--- config.mk ---
export PLATFORM = sky130hd
export DESIGN_NAME = exu_seq_ctrl
export DESIGN_NICKNAME = d
export VERILOG_FILES = /design/src/rtl/exu_seq_ctrl.sv
export SDC_FILE = /design/constraint.sdc
export NUM_CORES = 1
export LEC_CHECK = 0
export ABC_CLOCK_PERIOD_IN_PS = 1700
export CAP_MARGIN = 20
export CORE_MARGIN = 2
export CORE_UTILIZATION = 47
export CTS_CLUSTER_SIZE = 25
export DETAILED_ROUTE_END_ITERATION = 10
export PLACE_DENSITY = 0.8
export SLEW_MARGIN = 10
export SYNTH_ARGS = -nofsm -noshare
export SYNTH_HDL_FRONTEND = slang
export SYNTH_SLANG_ARGS = --single-unit
--- constraint.sdc ---
create_clock -name clk -period 1.7 [get_ports clk]
set_input_delay 0.425 -clock clk [delete_from_list [all_inputs] [get_ports clk]]
set_output_delay 0.425 -clock clk [all_outputs]
set_load 0.005 [all_outputs]
--- src/rtl/exu_seq_ctrl.sv ---
// Multi-cycle instruction sequencer: FETCH -> EXEC -> [MEM] -> WB with bus handshakes and state-write gating.
// Optional bus wait watchdog enabled by defining CTRL_BUS_TIMEOUT_EN; widths normally come from config.v.
module exu_seq_ctrl #(
  parameter int INST_NUM_WIDTH  = 8,
  parameter int INST_TYPE_WIDTH = 3,
  parameter int ISA_WIDTH       = 32,
  parameter int TIMEOUT_CYCLES  = 255,
  parameter logic [INST_NUM_WIDTH-1:0]  INST_LW     = INST_NUM_WIDTH'(20),
  parameter logic [INST_NUM_WIDTH-1:0]  INST_SW     = INST_NUM_WIDTH'(21),
  parameter logic [INST_NUM_WIDTH-1:0]  INST_EBREAK = INST_NUM_WIDTH'(40),
  parameter logic [INST_TYPE_WIDTH-1:0] TYPE_R      = INST_TYPE_WIDTH'(0),
  parameter logic [INST_TYPE_WIDTH-1:0] TYPE_I      = INST_TYPE_WIDTH'(1),
  parameter logic [INST_TYPE_WIDTH-1:0] TYPE_S      = INST_TYPE_WIDTH'(2),
  parameter logic [INST_TYPE_WIDTH-1:0] TYPE_B      = INST_TYPE_WIDTH'(3),
  parameter logic [INST_TYPE_WIDTH-1:0] TYPE_U      = INST_TYPE_WIDTH'(4),
  parameter logic [INST_TYPE_WIDTH-1:0] TYPE_J      = INST_TYPE_WIDTH'(5)
) (
  input  logic                       clk,
  input  logic                       rst,
  input  logic [INST_NUM_WIDTH-1:0]  inst_num,
  input  logic [INST_TYPE_WIDTH-1:0] inst_type,
  input  logic                       pc_w_en_raw,
  output logic                       ifu_req_valid,
  input  logic                       ifu_req_ready,
  input  logic                       ifu_rsp_valid,
  output logic                       inst_w_en,
  output logic                       lsu_req_valid,
  input  logic                       lsu_req_ready,
  output logic                       lsu_req_wen,
  input  logic                       lsu_rsp_valid,
  output logic                       pc_w_en,
  output logic                       gpr_w_en,
  output logic                       halt,
  output logic                       illegal,
  output logic                       bus_err,
  output logic [ISA_WIDTH-1:0]       instret
);

  if (TIMEOUT_CYCLES < 1 || TIMEOUT_CYCLES > 1023) begin : g_bad_timeout
    $error("exu_seq_ctrl: TIMEOUT_CYCLES must lie in 1..1023");
  end

  typedef enum logic [2:0] {
    S_IDLE, S_FETCH, S_FWAIT, S_EXEC, S_MEM, S_MWAIT, S_WB, S_HALT
  } state_t;

  state_t state;

  logic type_ok;
  logic gpr_type;
  logic is_sw;
  logic is_mem;
  logic is_ebreak;
  logic timed_out;

  assign type_ok   = inst_type inside {TYPE_R, TYPE_I, TYPE_S, TYPE_B, TYPE_U, TYPE_J};
  assign gpr_type  = inst_type inside {TYPE_R, TYPE_I, TYPE_U, TYPE_J};
  assign is_sw     = (inst_num == INST_SW);
  assign is_mem    = (inst_num == INST_LW) || is_sw;
  assign is_ebreak = (inst_num == INST_EBREAK);

  // Write enables decode the live decoder/PC-unit inputs, but only in their owning state.
  assign inst_w_en   = (state == S_FWAIT) && ifu_rsp_valid;
  assign lsu_req_wen = (state == S_MEM) && is_sw;
  assign pc_w_en     = (state == S_WB) && pc_w_en_raw;
  assign gpr_w_en    = (state == S_WB) && gpr_type && !is_ebreak;

`ifdef CTRL_BUS_TIMEOUT_EN
  localparam logic [9:0] WAIT_LIMIT = 10'(TIMEOUT_CYCLES - 1);

  logic [9:0] wait_cnt;
  logic       in_wait;
  logic       wait_done;

  assign in_wait = state inside {S_FETCH, S_FWAIT, S_MEM, S_MWAIT};

  always_comb begin
    wait_done = 1'b0;
    case (state)
      S_FETCH: wait_done = ifu_req_ready;
      S_FWAIT: wait_done = ifu_rsp_valid;
      S_MEM:   wait_done = lsu_req_ready;
      S_MWAIT: wait_done = lsu_rsp_valid;
      default: wait_done = 1'b0;
    endcase
  end

  // A completing handshake in the limit cycle takes priority over the timeout.
  assign timed_out = in_wait && !wait_done && (wait_cnt == WAIT_LIMIT);

  always_ff @(posedge clk) begin
    if (rst) begin
      wait_cnt <= '0;
      bus_err  <= 1'b0;
    end else begin
      if (!in_wait || wait_done) wait_cnt <= '0;
      else                       wait_cnt <= wait_cnt + 10'd1;
      if (timed_out) bus_err <= 1'b1;
    end
  end
`else
  assign timed_out = 1'b0;
  assign bus_err   = 1'b0;
`endif

  // NOTE: every state register and registered output uses <= so all of them
  // sample the same pre-edge values, whatever order the statements appear in.
  always_ff @(posedge clk) begin
    if (rst) begin
      state         <= S_IDLE;
      ifu_req_valid <= 1'b0;
      lsu_req_valid <= 1'b0;
      halt          <= 1'b0;
      illegal       <= 1'b0;
      instret       <= '0;
    end else begin
      case (state)
        S_IDLE: begin
          state         <= S_FETCH;
          ifu_req_valid <= 1'b1;
        end
        S_FETCH: begin
          if (ifu_req_ready) begin
            state         <= S_FWAIT;
            ifu_req_valid <= 1'b0;
          end else if (timed_out) begin
            state         <= S_HALT;
            ifu_req_valid <= 1'b0;
            halt          <= 1'b1;
          end
        end
        S_FWAIT: begin
          if (ifu_rsp_valid) begin
            state <= S_EXEC;
          end else if (timed_out) begin
            state <= S_HALT;
            halt  <= 1'b1;
          end
        end
        S_EXEC: begin
          if (!type_ok) begin
            state   <= S_HALT;
            halt    <= 1'b1;
            illegal <= 1'b1;
          end else if (is_mem) begin
            state         <= S_MEM;
            lsu_req_valid <= 1'b1;
          end else begin
            state <= S_WB;
          end
        end
        S_MEM: begin
          if (lsu_req_ready) begin
            state         <= S_MWAIT;
            lsu_req_valid <= 1'b0;
          end else if (timed_out) begin
            state         <= S_HALT;
            lsu_req_valid <= 1'b0;
            halt          <= 1'b1;
          end
        end
        S_MWAIT: begin
          if (lsu_rsp_valid) begin
            state <= S_WB;
          end else if (timed_out) begin
            state <= S_HALT;
            halt  <= 1'b1;
          end
        end
        S_WB: begin
          instret <= instret + 1'b1;
          if (is_ebreak) begin
            state <= S_HALT;
            halt  <= 1'b1;
          end else begin
            state         <= S_FETCH;
            ifu_req_valid <= 1'b1;
          end
        end
        S_HALT: state <= S_HALT;
        default: begin
          state         <= S_IDLE;
          ifu_req_valid <= 1'b0;
          lsu_req_valid <= 1'b0;
        end
      endcase
    end
  end

endmodule

### Word level (Yosys, flattened, before mapping)

Index checks and enable logic that the tools add are counted.

* bits in registers: 39
* input port bits: 18
* output and inout bits: 41

* add/sub/neg operators: 1
* equality and inequality tests: 24
* mux-type cells: 18
* bitwise operators: 1
* reductions and logical operators: 19

Operators with widths (number)
* 32-bit by 1-bit adder with 32-bit output, second input constant: 1
* 3-bit case mux with 8 select lines: 1
* 3-bit equality test, second input constant: 6
* 2-bit inequality test, second input constant: 9
* 8-bit by 5-bit equality test with 1-bit output, second input constant: 2
* 3-bit 2-to-1 mux: 5
* 3-bit by 2-bit equality test with 1-bit output, second input constant: 4
* 8-bit by 6-bit equality test with 1-bit output, second input constant: 1
* 4-bit AND reduction: 2
* 1-bit 2-to-1 mux: 7
* 3-bit by 1-bit equality test with 1-bit output, second input constant: 2
* 3-bit logical NOT: 2
* 3-bit AND reduction: 2
* 6-bit nonzero test: 1
* 1-bit logical AND: 5
* 2-bit 2-to-1 mux: 2
* 1-bit case mux with 2 select lines: 2
* 2-bit nonzero test: 2
* 4-bit nonzero test: 1
* 1-bit case mux with 3 select lines: 1
* 3-bit nonzero test: 1
* 2-bit AND reduction: 1
* 1-bit logical NOT: 1
* 1-bit logical OR: 1
* 1-bit inverter: 1

### Depth between registers and ports, before layout

Gate-level depths: netlist of the first run.

* depth after elaboration: 5
* mapped depth: 6
* mapped depth without buffers: 6

### Worst setup path before layout of the first run

Ideal clock, no wire load.

* path kind: flip-flop to flip-flop
* from: register instret[0]
* to: register instret[30]
* data arrival time: 1420 ps
* required time: 1572 ps
* slack: 152 ps
* stages on the path, launching flop included: 7
* path buffers: 0
* clock period less this slack: 1548 ps
* cells stage by stage: dfxtp_1 ha_1 and3_1 nand2_1 nor4_2 xnor2_1 nor2_1

* cells in the longest elaborated chain, start to end: 1

Ends and longest elaborated chain
* start, declared: line 36 `output logic [ISA_WIDTH-1:0] instret`
* start signal, assigned: line 171 `instret <= instret + 1'b1;`
* 32-bit by 1-bit adder with 32-bit output: line 171

Every way passes these cells.
A chain may end at the register's enable or synchronous reset.

### Worst setup path in the final report of the first run

* from: register state[1]
* to: output lsu_req_wen

* cells in the longest elaborated chain, start to end: 2

Ends and longest elaborated chain
* start, declared: line 47 `state_t state;`
* start signal, assigned: line 110 `state <= S_IDLE;`
* start signal, assigned: line 119 `state <= S_FETCH;`
* start signal, assigned: line 124 `state <= S_FWAIT;`
* 3-bit equality test: line 64 `assign lsu_req_wen = (state == S_MEM) && is_sw;`
* 1-bit logical AND: line 64
* end, declared: line 29 `output logic lsu_req_wen,`

Every way passes these cells.

==> results.ini, run 1 <==
[status]
status = complete, no violations

[floorplan]
placementRows = 23
dieArea_um2 = 4760
initial_utilization_pct = 49.3
die_w_um = 69.0
coreArea_um2 = 4030
pin_count = 59
die_h_um = 69.0

[setup_path]
worstPathCellList = buf_6, nor3b_4, and3_4, buf_6
critPathMaxFanout = 5
timing.rr.start = state[0]
cp.depth = 4
crit_arrival_ps = 1270
rr_worst_depth = 6
start_kind = register
worst_ep_required_time_ps = 1270
cp_slowest_cell = dfxtp_2
crit_buf_inv = 2
cpMostUsedCell = buf_6
critPathMaxStageDelay_ps = 330
worstSetupPathType = reg2out
rrSetupSlack_ps = 70
r2r_end = instret[24]
worstSetupEndpointType = output port
crit_family = simple AND/OR/NAND/NOR gates

[cts]
ctsHoldBuffers = 0
cts_buffers = 5
clkSinkCount = 39
clk_pin_slew_ps = 70
clk_path_buf_depth = 2
cts-root-buf = clkbuf_8
cts_tree = done
h-tree-depth = 2
clk_latency_ps = 290

[hold_path]
hold_depth = 2
holdCritPathClass = reg2reg
hp-start = illegal
hold_end = illegal

[sta]
min_period_ps = 1690
max_freq_mhz = 592
skew_ps = 5.08
tns_ps = 0
hold_viol = 0
setup_viol = 0
finalCritPeriodShare_pct = 99.4
drv_slew = 0
rsz0062_at_grt = true

[synth]
ys.warnings.count = 0
synth_area_um2 = 1990
ys_types = 44
yosys_register_bits = 39
yosysSeqAreaShare_pct = 39.3
synth_edf_count = 0
netlist_instances = 229
synth_ff_type = dfxtp_1
async_reset_ff_share_pct = 0
avgSynthCellArea_um2 = 8.68
syn_nets = 248

[layout]
drive_gt1_share_pct = 29.0
nFillCells = 330
n_antenna_cell = 0
area_delta_synth_final_pct = 48.6
fin_nets = 332

[routing]
drt_iter0_drc = 99
drt-wirelength-per-cell_um = 13.6
avgViaCountPerCell = 5.27
ant_nets = 0
vias = 1920
drc_errors = 0
dr.pass1.iters = 4
routed_wl_um = 4970

[power]
vdd_drop_max_uv = 577
powerDensity_nw_per_um2 = 649
p_total_w = 0.00192
leakage_nw = 1.11

[flow_run]
maxCapViolations = 0

[grt]
grt_max_degree = 20
grt_overflow = 0
met1_usage_pct = 25.6
antenna_found_initial = 0
grtUsageMet3_pct = 3.80
met2_usage_pct = 31.9
grt.busiest_layer = met2
grt_usage_pct = 19.7
grt_pass1_vias = 1734
grt_pass1_wl_um = 7800

[placement]
hpwlAfterDp_um = 3400
io_buffer_count = 56
gp_congestion = 0.822

[sequential cells by signal, indices dropped and copies added (netlist names)]
register / cells
state: 3
illegal: 1
ifu_req_valid: 1
instret: 32
halt: 1
lsu_req_valid: 1
[layout by cell type, fill, tap and decap left out, types with 2 or more instances in the layout]
cell	n
clkdlybuf4s50_1	41
nor2_1	38
buf_4	29
dfxtp_1	24
xnor2_1	23
nand2_1	15
dfxtp_2	15
a21oi_1	10
nand3_1	9
nor3_1	9
nor4_2	9
inv_1	8
nand4_1	7
buf_2	6
clkbuf_8	5
and2_1	4
and4_1	4
xor2_1	4
o21ai_0	3
or3_1	3
clkdlybuf4s15_1	3
dlymetal6s2s_1	3
buf_6	3
nand2_2	2
nor4_4	2
clkbuf_1	2
[per-layer routing]
layer / up-vias / share of wire [%]
li1: 959 / -
met1: 905 / 44
met2: 45 / 49
met3: 11 / 4.1
met4: 0 / 2.2
met5: - / 0
[logic make-up (layout without fill, tap and decap cells)]
| group | count (synthesis) | after routing | synth area share [%] |
|---|---|---|---|
| AND/OR/NAND/NOR | 121 | 121 | 36.8 |
| flip-flops | 39 | 39 | 39.3 |
| XOR/XNOR | 27 | 27 | 11.9 |
| AO/OA/AOI/OAI | 21 | 21 | 6.36 |
| buffers and inverters | 18 | 103 | 4.28 |
| adder cells (fa/ha/maj) | 1 | 1 | 0.630 |
| other | 1 | 1 | 0.189 |
| multiplexers | 1 | 1 | 0.504 |
[worst max path at each step]
stage	start	to	slack (ps)
after global placement	inst_num[4]	lsu_req_wen	-660
after CTS	instret[1]	instret[1]	2
after global routing	state[2]	state[1]	-50
final	state[1]	lsu_req_wen	9
after floorplan	instret[0]	instret[30]	150
after detailed placement	inst_num[4]	lsu_req_wen	-710
[where the power goes]
group | switching [W] | internal [W]
clock network | 0.000310 | 0.000288
logic | 0.000163 | 0.000193
registers | 0.0000201 | 0.000942
[Yosys cell counts, drive strengths merged (5+ instances only)]
library cell  instances  area [um2]
nor3                 10        50.1
inv                   8        30.0
nor4                 11         131
nand2                17        68.8
nand4                 8        65.1
a21oi                11        55.1
xnor2                23         201
nand3                11        72.6
clkbuf                5        18.8
nor2                 38         143
dfxtp                39         781
buf                   5        36.3
and4                  6        56.3
[worst reg2reg max path, cell delays in order, from the launching register on]
cell and delay [ps]:
dfxtp_2 350, and3b_2 250, buf_4 180, nand3_4 180, nor4_4 320, xnor2_1 180
nor2_1 60
[metrics by stage]
| stage | area, um2 | setup slack, ps | util, % | std cells | hold slack, ps |
|---|---|---|---|---|---|
| finish | 2950 | 9.42 | 73.3 | 364 | 466 |
| global route | 2950 | -48.6 | 73.3 | 364 | 483 |
| CTS | 2860 | 1.90 | 71.0 | 363 | 457 |
| detailed placement | 2740 | -713 | 68.1 | 350 | 446 |
| global placement | 2740 | -655 | 68.1 | 350 | 439 |
| floorplan | 1990 | 152 | - | 229 | 442 |
[cell type report]
type / count / area, um2 / share of cell area [%]
inverters: 8 / 30.0 / 1.02
flip-flops and latches: 39 / 800 / 27.1
repair buffers: 87 / 773 / 26.2
clock buffers: 7 / 76.3 / 2.58
clock inverters: 1 / 5.00 / 0.169
multi-input cells: 172 / 1210 / 40.8
well taps: 50 / 62.6 / 2.12
[repair_timing]
item,4_1_cts,5_1_grt
setup endpoints to repair,9,23
resized for setup,48,28
pin swaps,9,8
buffers inserted,6,1
No activity file was read; power rests on OpenSTA's default activity.
==> inputs of run 2 (changes only) <==
--- a/config.mk
+++ b/config.mk
@@ -16,3 +16,4 @@
 export SYNTH_ARGS = -nofsm -noshare
 export SYNTH_HDL_FRONTEND = slang
 export SYNTH_SLANG_ARGS = --single-unit
+export TNS_END_PERCENT = 50
==> run 2 against run 1 <==
  * Cell count stayed put
  * First-iteration DRC count increased by 6.1%
  * Combinational power increased by 9.3%
  * Sequential power fell by 0.4%
  * Critical path depth increased by 3
  * The run now ends with negative setup slack left
  * Count of clock-buffer cells in the layout is the same
  * Sequential cell count unchanged
  * Non-clock buffer count did not move
  * Power rose by 1.5%
  * Die area did not move
  * Fmax fell by 2.9%
  * Via count is 0.26% lower
==> results.ini, run 2 (synthesis gave the netlist of run 1 again) <==
[status]
status = finished with violations
violations = negative setup slack

[cts]
clk_latency_ps = 290
clkSinkCount = 39
clk_path_buf_depth = 2
cts_tree = done
clk_pin_slew_ps = 70
h-tree-depth = 2
cts_buffers = 5
cts-root-buf = clkbuf_8

[floorplan]
die_h_um = 69.0
placementRows = 23
dieArea_um2 = 4760
initial_utilization_pct = 49.3
die_w_um = 69.0
pin_count = 59
coreArea_um2 = 4030

[routing]
dr.pass1.iters = 4
ant_nets = 0
drt-wirelength-per-cell_um = 14.1
avgViaCountPerCell = 5.26
drc_errors = 0
vias = 1915
routed_wl_um = 5120
drt_iter0_drc = 105

[power]
leakage_nw = 1.13
swShare_pct = 26.3
powerDensity_nw_per_um2 = 653
power.switching_w = 0.000512
p_comb_share_pct = 20.0
internal_power_w = 0.00143
vdd_drop_max_uv = 444
p_clk_share_pct = 30.8
seq_power_share_pct = 49.2

[sta]
min_period_ps = 1740
max_freq_mhz = 574
drv_slew = 0
finalCritPeriodShare_pct = 102
setup_viol = 3
hold_viol = 0
layout_setup_ws_ps = -41.2
tns_ps = -54.7
skew_ps = 2.92
timing.hold.ws_ps = 466
rsz0062_at_grt = true

[hold_path]
hold_depth = 2
holdCritPathClass = reg2reg
hp-start = illegal

[layout]
n_antenna_cell = 0
fin_area_um2 = 2980
largest_register_ffs = 32
fin_nets = 332
top_register = instret
drive_gt1_share_pct = 30.3
mostFrequentLayoutCells = clkdlybuf4s50_1 (41), nor2_1 (38), buf_4 (30)
final_common_cell = clkdlybuf4s50_1
reg.largest.list = instret (32), state (3)
area_delta_synth_final_pct = 49.8

[grt]
grt_max_degree = 20
antenna_found_initial = 0
grt_usage_pct = 20.1
grt_overflow = 0
grt_pass1_vias = 1766
grt_pass1_wl_um = 7940

[placement]
gp_congestion = 0.822
place_area_um2 = 2740
hpwlAfterDp_um = 3400
io_buffer_count = 56
dp_slack_ps = -713

[setup_path]
critPathMaxFanout = 8
rr_worst_depth = 7
crit_start = state[2]
start_kind = register
worst_ep_required_time_ps = 1900
timing.rr.start = state[2]
worstSetupEndpointType = register
worstSetupPathType = reg2reg
crit_arrival_ps = 1940

[flow_run]
maxCapViolations = 0

-- run 2: per-stage QoR --
step	utilization [%]	total power, W	instances
6_report	73.9	0.00194	364
5_1_grt	73.9	0.00202	364
4_1_cts	71.1	0.00189	364
3_5_place_dp	68.1	0.00129	350
3_3_place_gp	68.1	0.00129	350
2_1_floorplan	-	0.00114	229
-- run 2: cell type report --
type | count | area [um2]
Inverter | 8 | 30.0
Fill cell | 317 | 1050
Clock inverter | 1 | 5.00
Clock buffer | 7 | 76.3
Timing Repair Buffer | 87 | 768
Multi-Input combinational cell | 172 | 1230
Sequential cell | 39 | 801
Tap cell | 50 | 62.6
-- run 2: timing repair --
item | in CTS | in global routing
setup buffers | 6 | 2
pin swaps | 9 | 8
hold buffers | 0 | 0
resized for setup | 48 | 40
endpoints found under the setup margin | 9 | 25
-- run 2: per-layer routing --
metal,part of all wire [%],track usage (%),vias to the layer above
li1,-,-,960
met1,45,25.9,914
met2,50,32.8,33
met3,3.0,3.80,8
met4,1.6,8.28,0
met5,0,0,-
-- run 2: worst max-delay path, cell delays in order, from the launching register on --
cell and delay, ps:
dfxtp_1 360, buf_4 140, buf_4 140, or3b_1 370
a21oi_2 190, a31o_2 160, nor3_2 60, a211oi_2 230
-- run 2: path summary, 6_finish.rpt --
kind	endpoint	slack, ps
min reg2reg	illegal	470
min	illegal	470
max reg2reg	state[1]	-40
max	state[1]	-40
-- run 2: power by group through the flow --
stage	clock (W)	combinational [W]	sequential [W]
after floorplan	0	0.000166	0.000972
after global placement	0	0.000306	0.000979
after detailed placement	0	0.000311	0.000980
after CTS	0.000604	0.000326	0.000956
after global routing	0.000642	0.000420	0.000962
final	0.000598	0.000389	0.000958
